## src/rtl/jk_pkg.sv

```systemverilog
// Shared types for the JK register bank: operating-mode encoding and its width.
package jk_pkg;

  localparam int JK_MODE_W = 2;

  typedef enum logic [JK_MODE_W-1:0] {
    JK_MODE_JK = 2'b00,
    JK_MODE_T  = 2'b01,
    JK_MODE_UP = 2'b10,
    JK_MODE_DN = 2'b11
  } jk_mode_t;

endpackage

```

## src/rtl/jk_cell.sv

```systemverilog
// One JK flip-flop bit with enable, synchronous parallel load and synchronous reset.
// q and qn are both registered so qn never lags q by a gate delay.
module jk_cell #(
  parameter logic RST_VAL = 1'b0
) (
  input  logic clk,
  input  logic reset,
  input  logic en,
  input  logic j,
  input  logic k,
  input  logic load,
  input  logic load_val,
  output logic q,
  output logic qn
);

  always_ff @(posedge clk) begin
    if (reset) begin
      q  <= RST_VAL;
      qn <= ~RST_VAL;
    end else if (en) begin
      if (load) begin
        q  <= load_val;
        qn <= ~load_val;
      end else begin
        case ({j, k})
          2'b01: begin
            q  <= 1'b0;
            qn <= 1'b1;
          end
          2'b10: begin
            q  <= 1'b1;
            qn <= 1'b0;
          end
          2'b11: begin
            q  <= ~q;
            qn <= ~qn;
          end
          default: ;
        endcase
      end
    end
  end

endmodule

```

## src/rtl/jk_reg_bank.sv

```systemverilog
// Bank of WIDTH JK cells usable as a JK register, T register or a synchronous
// up/down counter with a programmable terminal value.
module jk_reg_bank
  import jk_pkg::*;
#(
  parameter int                 WIDTH   = 8,
  parameter longint unsigned    MAX_CNT = (64'd1 << WIDTH) - 64'd1,
  parameter logic [WIDTH-1:0]   RST_VAL = '0
) (
  input  logic                 clk,
  input  logic                 reset,
  input  logic                 en,
  input  logic [JK_MODE_W-1:0] mode,
  input  logic [WIDTH-1:0]     j,
  input  logic [WIDTH-1:0]     k,
  output logic [WIDTH-1:0]     q,
  output logic [WIDTH-1:0]     qn,
  output logic                 tc,
  output logic                 wrap
);

  localparam logic [WIDTH-1:0] MAX_V = MAX_CNT[WIDTH-1:0];

  jk_mode_t         mode_e;
  logic [WIDTH-1:0] up_t;
  logic [WIDTH-1:0] dn_t;
  logic             acc_up;
  logic             acc_dn;
  logic [WIDTH-1:0] cell_j;
  logic [WIDTH-1:0] cell_k;
  logic [WIDTH-1:0] load_val;
  logic             load;

  assign mode_e = jk_mode_t'(mode);

  // Synchronous counter toggle terms: bit i flips when all lower bits are 1 (up)
  // or all lower bits are 0 (down, i.e. all lower qn bits are 1).
  always_comb begin
    acc_up = 1'b1;
    acc_dn = 1'b1;
    up_t   = '0;
    dn_t   = '0;
    for (int i = 0; i < WIDTH; i++) begin
      up_t[i] = acc_up;
      dn_t[i] = acc_dn;
      acc_up  = acc_up & q[i];
      acc_dn  = acc_dn & qn[i];
    end
  end

  always_comb begin
    tc = 1'b0;
    case (mode_e)
      JK_MODE_UP: tc = (q >= MAX_V);
      JK_MODE_DN: tc = (q == '0);
      default:    tc = 1'b0;
    endcase
  end

  // At the terminal value the toggle path is overridden by a parallel load.
  assign load = mode[1] & tc;

  always_comb begin
    cell_j   = j;
    cell_k   = k;
    load_val = '0;
    case (mode_e)
      JK_MODE_T: cell_k = j;
      JK_MODE_UP: begin
        cell_j = up_t;
        cell_k = up_t;
      end
      JK_MODE_DN: begin
        cell_j   = dn_t;
        cell_k   = dn_t;
        load_val = MAX_V;
      end
      default: ;
    endcase
  end

  for (genvar i = 0; i < WIDTH; i++) begin : g_cell
    jk_cell #(
      .RST_VAL (RST_VAL[i])
    ) u_cell (
      .clk      (clk),
      .reset    (reset),
      .en       (en),
      .j        (cell_j[i]),
      .k        (cell_k[i]),
      .load     (load),
      .load_val (load_val[i]),
      .q        (q[i]),
      .qn       (qn[i])
    );
  end

  always_ff @(posedge clk) begin
    if (reset) wrap <= 1'b0;
    else       wrap <= en & load;
  end

endmodule
```

## config.mk

```make
export PLATFORM = sky130hd
export DESIGN_NAME = jk_reg_bank
export DESIGN_NICKNAME = d
export VERILOG_FILES = /design/src/rtl/jk_pkg.sv /design/src/rtl/jk_cell.sv /design/src/rtl/jk_reg_bank.sv
export SDC_FILE = /design/constraint.sdc
export NUM_CORES = 1
export LEC_CHECK = 0
export CELL_PAD_IN_SITES_DETAIL_PLACEMENT = 0
export CELL_PAD_IN_SITES_GLOBAL_PLACEMENT = 2
export CORE_ASPECT_RATIO = 0.75
export CORE_MARGIN = 2
export CORE_UTILIZATION = 27
export CTS_CLUSTER_SIZE = 16
export DETAILED_ROUTE_END_ITERATION = 10
export PLACE_DENSITY_LB_ADDON = 0.2
export SYNTH_ARGS = -nofsm -noshare
export SYNTH_HDL_FRONTEND = slang
export SYNTH_SLANG_ARGS = --single-unit
export TNS_END_PERCENT = 5
```

## constraint.sdc

```tcl
create_clock -name clk -period 2.4 [get_ports clk]
set_input_delay 0.48 -clock clk [delete_from_list [all_inputs] [get_ports clk]]
set_output_delay 0.48 -clock clk [all_outputs]
set_load 0.02 [all_outputs]
```

# Yosys cells after proc, flatten, opt, wreduce, memory -nomap -nowiden
# Cells that the tools add are included.
dict set report totals {
  input_bits 21
  regBits 17
  output_inout_bits 18
}
dict set report op_classes {
  order_cmp 1
  bitwise_logic 38
  n_mux 36
  eq_ne 27
  reduce_logical 17
}
# op n
set ops {}
lappend ops {{1-bit case mux with 3 select lines} 16}
lappend ops {{2-bit equality test (second input constant)} 18}
lappend ops {{4-bit nonzero test} 8}
lappend ops {{1-bit inverter} 24}
lappend ops {{8-bit case mux with 3 select lines} 1}
lappend ops {{2-bit by 1-bit equality test with 1-bit output (second input constant)} 9}
lappend ops {{1-bit 2-to-1 mux} 16}
lappend ops {{8-bit case mux with 2 select lines} 1}
lappend ops {{2-bit AND reduction} 8}
lappend ops {{1-bit AND} 14}
lappend ops {{8-bit greater-or-equal comparator (second input constant)} 1}
lappend ops {{8-bit logical NOT} 1}
lappend ops {{8-bit 2-to-1 mux} 1}
lappend ops {{1-bit case mux with 2 select lines} 1}

# Logic depth before layout (Yosys ltp)
dict set report logic_depth {
  word_depth 10
  depth_mapped 11
  ltp_nobuf 9
}

# Modules after synthesis
# Synthesis repeated with hierarchy kept, for this count alone.
dict set report unflattened {
  hier_cells 198
  hier_area_um2 1677.9
}
# module seq_area_each_um2 area_each_um2 cells_per_inst n_inst
set by_module_without_submodules {}
lappend by_module_without_submodules {jk_cell 40.0 151.4 16 8}
lappend by_module_without_submodules {jk_reg_bank 20.0 466.7 70 1}

# Least setup slack after synthesis
# Ideal clock, no wire load.
dict set report synth_timing {
  kind {input port to flip-flop}
  from {input port mode[1]}
  to {register g_cell[0].u_cell.qn}
  required_ns 2.266
  n_path_buf 2
  cell_stages 8
  setup_time_ns 0.134
  arrival_time_ns 2.121
  slack_ns 0.145
  cell_sequence {clkbuf_1 clkbuf_1 or2_2 ha_1 nor2_1 a31o_2 a2111oi_0 a21oi_1}
}
dict set report synth_between {
  elab_chain_len 5
  elab_cells_between_ends 16
  classes_between {eq/ne: 6; mux: 6; bitwise: 2; reduce/logical: 2}
}
# item line_no
set synth_rtl {}
lappend synth_rtl {{start: declaration} jk_reg_bank.sv:13} ;# input logic [JK_MODE_W-1:0] mode,
lappend synth_rtl {{2-bit equality test / 2-bit by 1-bit equality test with 1-bit output (equally long branches)} {jk_reg_bank.sv:53, jk_reg_bank.sv:67}}
lappend synth_rtl {{8-bit case mux with 3 select lines, or another cell as far along} jk_reg_bank.sv:67} ;# case (mode_e)
lappend synth_rtl {{2-bit equality test, or another cell as far along} jk_cell.sv:26} ;# case ({j, k})
lappend synth_rtl {{1-bit case mux with 3 select lines / 4-bit nonzero test (equally long branches)} n/a}
lappend synth_rtl {{1-bit 2-to-1 mux / 2-bit AND reduction (equally long branches)} n/a}
lappend synth_rtl {{end signal: assignment} jk_cell.sv:20} ;# qn <= ~RST_VAL;
lappend synth_rtl {{end signal: assignment} jk_cell.sv:24} ;# qn <= ~load_val;
lappend synth_rtl {{end signal: assignment} jk_cell.sv:37} ;# qn <= ~qn;
lappend synth_rtl {{end: declaration} jk_cell.sv:14} ;# output logic qn
# Several ways; a longest one is shown, not always the timed one.
# A chain may end at the register's enable or synchronous reset.

# Worst setup path in the final report
dict set report layout_timing {
  from {input port mode[0]}
  to {output port tc}
}
dict set report layout_between {
  elab_chain_len 2
  elab_cells_between_ends 3
  classes_between {eq/ne: 2; mux: 1}
}
# item line_no
set layout_rtl {}
lappend layout_rtl {{2-bit equality test} jk_reg_bank.sv:53} ;# case (mode_e)
lappend layout_rtl {{1-bit case mux with 2 select lines *} jk_reg_bank.sv:53}
lappend layout_rtl {{end: declaration} jk_reg_bank.sv:18} ;# output logic tc,
# Mark *: on every way between the ends. The rest lies on a longest branch, timed or not.

==> flow_summary.json <==
{
  "insertion_delay_ns": 0.26,
  "cts_max_level": 1,
  "area_growth_pct": 40.75,
  "dpl-instance-area_sq_mm": 0.002064,
  "dr.first_iter.drc_count": 99,
  "cts_tree": "done",
  "crit_type": "in -> out",
  "grt_first_pass_wirelength_mm": 8.335,
  "synth_top_area_share": 0.2276,
  "fin_area_sq_mm": 0.002105,
  "path_clk_slew_ns": 0.07,
  "drc": 0,
  "cp_max_fo": 2,
  "synth-warning-count": 0,
  "antenna_cells": 0,
  "fin_crit_sh": 0.9191,
  "p_per_area_mw_per_mm2": 483.2,
  "num_rows": 23,
  "synth_seq_cells": 17,
  "power_mw": 1.017,
  "cts_root_buffer": "clkbuf_8",
  "cp.arrival_ns": 1.73,
  "vias_per_cell": 5.260,
  "num_vias": 1699,
  "synthFlopType": "dfxtp_1",
  "grt_use_met1": 0.2226,
  "finish.utilization": 0.3932,
  "synth_area_sq_mm": 0.001495,
  "fin_skew_ns": 0.004734,
  "grtUsageTotal": 0.1741,
  "synth_fa_ha_area_frac": 0.01674,
  "grt_busiest_layer": "met2",
  "gp_congestion": 0.8126,
  "synth-edff-count": 0,
  "clockBufferDepth": 2,
  "cts_buffers": 3,
  "final_cell_mix": "clkdlybuf4s50_1, buf_4, nor2_1",
  "hpwl_mm": 3.965,
  "die_width_um": 89.93,
  "fin_nets": 272,
  "required_ns": 1.92,
  "max_freq_ghz": 0.4533,
  "peakVddDrop_mv": 0.1616,
  "syn_area_per_cell_sq_um": 7.628,
  "grt_pass1_vias": 1675,
  "synthTopCellsByArea": "dfxtp_1, buf_4, a21oi_1, nor2_1, o21ai_0",
  "hold_viol_final": 0,
  "grt_overflow": 0,
  "synthXorXnorAreaFrac": 0,
  "first_pass_iters": 4,
  "synth_mux_area_frac": 0.006695,
  "met2_usage": 0.2850,
  "finalSetupViolations": 0,
  "wl_mm": 5.120,
  "synth_top_family_by_area": "compound AO/OA/AOI/OAI gates",
  "drive_gt1_frac": 0.2137,
  "wire_per_inst_um": 15.85,
  "io_buffers": 38,
  "grt_max_degree": 20,
  "design.die.area_sq_mm": 0.006155,
  "core_sq_mm": 0.005353,
  "ys_seq_area_frac": 0.2276,
  "die_h_um": 68.45,
  "hold_class": "reg -> reg",
  "period_needed_ns": 2.206,
  "cts_setup_buffers": 0,
  "synth-simple-area-share": 0.2502,
  "p_leak_nw": 0.9043,
  "grt_antenna_before_repair": 0,
  "syn_inst": 196,
  "tightest_slew_ns": 0.3959,
  "critPathCaptureType": "output pin",
  "synth_area_leader_cell": "dfxtp_1",
  "start_kind": "primary input",
  "max_cap_violations": 0,
  "synth-compound-area-share": 0.3481,
  "cts_sinks": 17,
  "antenna_left": 0,
  "slew_headroom": 0.7292,
  "drv_slew": 0,
  "async_flop_share": 0,
  "status": "complete, no violations",
  "num_io_pins": 39,
  "rsz0062_at_grt": "no",
  "use_met3": 0.05617,
  "yosysUniqueCellTypes": 54,
  "initial_core_util": 0.2793,
  "synth_nets": 219
}
-- report_power, final --
| part | switching (mW) | internal [mW] | total (mW) |
|---|---|---|---|
| Combinational | 0.219 | 0.224 | 0.442 |
| Sequential | 0.0346 | 0.312 | 0.346 |
| Clock | 0.110 | 0.118 | 0.228 |
| Total | 0.363 | 0.653 | 1.02 |
-- cell families after synthesis --
group | after synthesis
DFF | 17
AOI/OAI and AO/OA | 72
and+or+nand+nor | 66
buffers and inverters | 38
muxes | 1
adders and majority gates | 2
-- stage by stage --
| step | TNS, ns | cells | hold WS (ns) | setup slack, ns |
|---|---|---|---|---|
| 2_1_floorplan | 0 | 196 | 0.4970 | 0.1450 |
| 3_3_place_gp | -2.036 | 319 | 0.5263 | -0.5117 |
| 3_5_place_dp | -2.208 | 319 | 0.5200 | -0.5231 |
| 4_1_cts | 0 | 323 | 0.5378 | 0.1843 |
| 5_1_grt | 0 | 323 | 0.5591 | 0.1043 |
| 6_report | 0 | 323 | 0.5342 | 0.1941 |
-- registers in the layout, indices dropped and copies added, names as in the netlist --
| signal | flops |
|---|---|
| wrap | 1 |
| g_cell.u_cell.qn | 8 |
| g_cell.u_cell.q | 8 |
-- area by class of cell --
type                       count  area (sq um)
sequential                    17         340.3
clock buffer                   4         45.04
inverter                      14         65.06
fill                         577          3248
tap                           75         93.84
timing repair buffer          72         630.6
multi-input combinational    141         929.6
-- worst max-delay path, stage by stage --
cell and delay, ns:
dlygate4sd2_1 0.26, nand3b_4 0.16, or4_4 0.49, and2_4 0.18, clkinv_8 0.04, buf_4 0.12
-- worst paths after layout --
kind / slack [ns] / endpoint / cells after the start / from
worst max-delay path: 0.19 / tc / 6 / mode[0]
worst min-delay path: 0.53 / g_cell[7].u_cell.qn / 2 / g_cell[7].u_cell.qn
worst max register to register: 0.38 / g_cell[0].u_cell.qn / 6 / g_cell[7].u_cell.q
worst min register to register: 0.53 / g_cell[7].u_cell.qn / 2 / g_cell[7].u_cell.qn
-- cells in the mapped netlist (all sizes together), types with 2 or more instances --
cell type	number
a221oi	2
or2	2
a31o	3
clkbuf	5
nand3	8
a31oi	4
a21oi	18
a21o	2
ha	2
o22ai	4
o221a	2
nor3	5
and2	3
a2111o	2
nand3b	2
nor4	3
nor2b	3
nand2	9
o31ai	2
inv	13
buf	19
dfxtp	17
o21ai	12
o211a	2
and3	2
nand2b	2
a2111oi	2
and4	4
nor2	19
a211o	4
o211ai	3
o221ai	2
-- what timing repair did --
item,4_1_cts,5_1_grt
hold buffers,0,0
setup endpoints to repair,2,0
gates resized for setup,7,0
-- layer usage --
metal	up-vias	wire, um
li1	827	-
met1	810	2528
met2	56	2226
met3	6	318
met4	0	47
met5	-	0
No activity file was read; power rests on OpenSTA's default activity.
